$ cat src/rtl/display_trace_checker_trace_mem.sv
// DEPTH x DATA_W register array with one synchronous write port and one
// registered read port; a read of the index being written returns old data.
module trace_mem #(
  parameter int DATA_W = 8,
  parameter int DEPTH  = 16,
  parameter int AW     = $clog2(DEPTH)
) (
  input  logic              clk,
  input  logic              clr,
  input  logic              we,
  input  logic [AW-1:0]     waddr,
  input  logic [DATA_W-1:0] wdata,
  input  logic [AW-1:0]     raddr,
  output logic [DATA_W-1:0] rdata
);

  logic [DATA_W-1:0] mem_q [DEPTH];
  logic [DATA_W-1:0] rdata_q;

  always_ff @(posedge clk) begin
    if (we) begin
      mem_q[waddr] <= wdata;
    end
  end

  always_ff @(posedge clk) begin
    if (clr) begin
      rdata_q <= '0;
    end else begin
      rdata_q <= mem_q[raddr];
    end
  end

  assign rdata = rdata_q;

endmodule

$ cat config.mk
export PLATFORM = sky130hd
export DESIGN_NAME = trace_mem
export DESIGN_NICKNAME = d
export VERILOG_FILES = /design/src/rtl/display_trace_checker_trace_mem.sv
export SDC_FILE = /design/constraint.sdc
export NUM_CORES = 1
export LEC_CHECK = 0
export BUFFER_PORTS_ARGS = -buffer_cell sky130_fd_sc_hd__buf_4
export CAP_MARGIN = 40
export CELL_PAD_IN_SITES_DETAIL_PLACEMENT = 0
export CELL_PAD_IN_SITES_GLOBAL_PLACEMENT = 2
export CORE_MARGIN = 2
export CORE_UTILIZATION = 30
export CTS_BUF_LIST = sky130_fd_sc_hd__clkbuf_8
export CTS_CLUSTER_DIAMETER = 80
export DETAILED_ROUTE_END_ITERATION = 8
export GPL_ROUTABILITY_DRIVEN = 0
export GPL_TIMING_DRIVEN = 0
export PLACE_DENSITY_LB_ADDON = 0.1
export SYNTH_ARGS = -nofsm -noshare
export SYNTH_HDL_FRONTEND = slang
export SYNTH_SLANG_ARGS = --single-unit
$ cat constraint.sdc
create_clock -name clk -period 1.6 [get_ports clk]
set_input_delay 0.16 -clock clk [delete_from_list [all_inputs] [get_ports clk]]
set_output_delay 0.16 -clock clk [all_outputs]
set_load 0.02 [all_outputs]
==> impl_metrics.yaml <==
sta:
  finalClockSkew_ns: 0.01179
  fmax_mhz: 724.9
  tightest_slew_ns: 0.6927
  hold_viol_final: 0
  final.setup.tns_ns: 0
  drv_slew: 0
  timing.slew.headroom_pct: 53.82
  rsz0062_at_grt: "false"
  post-route-min-period_ns: 1.380
  setup_violations: 0
  min_period_over_period_pct: 86.22
yosys:
  synth-seq-cells: 136
  synth-edff-count: 128
  synth_simple_gate_area_share_pct: 3.505
  synthesis.area_mm2: 0.005283
  synthesis.nets: 278
  yosys.area.top_type: "edfxtp_1"
  synth_top_family_by_area: "multiplexers"
  synthDistinctLibCells: 28
  synthCells: 259
  ys_async_sr_fraction_pct: 0
  synth-compound-area-share_pct: 3.482
  ys.flop_type: "edfxtp_1"
  synth_fa_ha_area_share_pct: 0
  ys_seq_area_share_pct: 75.79
  synth_common_cells: "edfxtp_1, mux2i_1, mux4_1"
  synth_most_common_cell: "edfxtp_1"
  synth_warnings: 0
  synth_mux_area_share_pct: 15.37
  yosys-top-cells-area: "edfxtp_1, mux4_1, mux2i_1"
  yosysTopAreaCellShare_pct: 72.76
  synth.avg_cell_area_um2: 20.40
  synth-xor-area-share_pct: 0
route:
  drt_pass1_iterations: 4
  via_per_inst: 4.605
  dr.first_iter.drc_count: 171
  drcViolationCount: 0
  wl_mm: 11.76
  wl_per_cell_um: 21.11
  drtAntennaViolNets: 0
  num_vias: 2565
die:
  coreArea_mm2: 0.01724
  die_h_um: 136.7
  dieArea_mm2: 0.01869
  ios: 27
  die_x_um: 136.7
  initial_utilization_pct: 30.65
  rows: 48
power:
  vdd_ir_drop_max_uv: 458.3
  p_leak_nw: 2.140
  powerDensity_mw_per_mm2: 1130
  total_power_mw: 7.081
grt:
  overflow: 0
  grt_pass1_vias: 2656
  globalRouteTotalUtil_pct: 13.73
  antenna_found_initial: 0
  grt_pass1_wl_mm: 17.26
  grt_start_max_net_pins: 17
setup_path:
  worstReg2RegStart: "mem_q[3][2]"
  worstSetupStartpointType: "flip-flop"
  cp.arrival_ns: 1.68
  path_class: "reg -> reg"
  required_ns: 1.90
  startpoint: "mem_q[3][2]"
  crit_fanout: 1
  end_kind: "flip-flop"
hold_path:
  hold_class: "in -> reg"
  hp-start: "wdata[2]"
final_layout:
  final_nets: 338
  antenna_cells: 0
  drive_gt1_share_pct: 28.92
  fill_cells: 1595
  area_growth_pct: 18.64
placed_design:
  io_buffers: 24
  place_hpwl_mm: 7.946
clock_tree:
  clkSinkCount: 136
  cts_root_buf: "clkbuf_8"
  cts_tree: "built"
  htreeDepth: 4
  clkLatencyLatePin_ns: 0.44
  clk_pin_slew_ns: 0.08
  numCtsBuffers: 17
  post_cts_buffers: 0
  clockBufferDepth: 2
status:
  outcome: "completed"
run:
  drv_cap: 0
==> logic make-up (layout without fill, tap and decap cells) <==
group                  count (synthesis)  after routing
AOI/OAI and AO/OA                     26             26
and+or+nand+nor                       37             37
DFF                                  136            136
muxes                                 48             48
buffers and inverters                 12             85
==> path summary, 6_finish.rpt <==
kind,end,slack (ns),cells past startpoint
worst min-delay path,mem_q[2][2],0.03,1
worst max register to register,rdata[2],0.22,3
worst min register to register,rdata[3],0.74,3
worst max-delay path,rdata[2],0.22,3
==> placed cells by master, fill, tap and decap left out <==
master,instances
edfxtp_1,128
buf_4,41
mux2i_1,26
clkbuf_8,17
mux4_1,15
nor2_1,14
dfxtp_1,8
mux4_2,7
clkinv_2,7
o21ai_1,6
o21ai_0,6
nand2b_1,5
a221oi_1,5
nor3_2,4
a22oi_1,4
nand2_1,3
nand3_1,3
buf_6,3
buf_2,3
nor2b_1,3
clkinvlp_4,3
nand3b_1,2
buf_8,2
clkbuf_1,2
a211oi_2,2
a21oi_1,2
clkinv_4,2
bufinv_16,2
or3b_2,1
or2_2,1
and2_1,1
buf_1,1
a221oi_2,1
inv_1,1
dlygate4sd3_1,1
==> layer usage <==
| layer | vias to the layer above | wire, um | global-route usage, % | part of all wire (%) |
|---|---|---|---|---|
| met5 | - | 0 | 0 | 0 |
| met4 | 0 | 119 | 5.382 | 1.0 |
| met3 | 7 | 470 | 4.074 | 4.0 |
| met2 | 61 | 5738 | 21.19 | 49 |
| met1 | 1304 | 5433 | 18.24 | 46 |
| li1 | 1193 | - | - | - |
==> repair_timing <==
action / CTS / global route
hold endpoints to repair: 10 / 0
hold buffers: 1 / 0
endpoints found under the setup margin: 0 / 0
gates resized for setup: 0 / 0
==> area by class of cell <==
| class | count | area, um2 | area share, % |
|---|---|---|---|
| clock inverters | 15 | 138.9 | 2.216 |
| multi-input cells | 111 | 1201 | 19.17 |
| plain buffers | 12 | 97.59 | 1.557 |
| repair buffers | 41 | 310.3 | 4.951 |
| clock buffers | 17 | 234.0 | 3.733 |
| well taps | 225 | 281.5 | 4.492 |
| flip-flops and latches | 136 | 4004 | 63.89 |
==> registers in the layout (all words and copies together) (netlist names) <==
signal / cells
mem_q: 128
rdata: 8
==> power by group <==
group	switching [mW]	internal (mW)
Clock	1.28	1.36
Sequential	0.0170	3.97
Combinational	0.262	0.188
Total	1.56	5.52
==> metrics by stage <==
step / utilization [%] / setup slack [ns] / instances / cell area [um2] / hold WS (ns)
3_5_place_dp: 34.14 / -0.2951 / 524 / 5884 / 0.4843
6_report: 36.36 / 0.2205 / 557 / 6267 / 0.03430
4_1_cts: 36.36 / 0.1616 / 557 / 6267 / 0.004965
2_1_floorplan: - / 0.1739 / 259 / 5288 / 0.2589
3_3_place_gp: 33.36 / -0.6493 / 508 / 5749 / 0.4733
5_1_grt: 36.36 / 0.1233 / 557 / 6267 / 0.005821
==> critical path: stages (launching register included) <==
cell	delay, ns
edfxtp_1	0.36
mux4_1	0.52
mux2i_1	0.20
o21ai_0	0.16
Note: power is estimated with default switching activity, not from simulation.
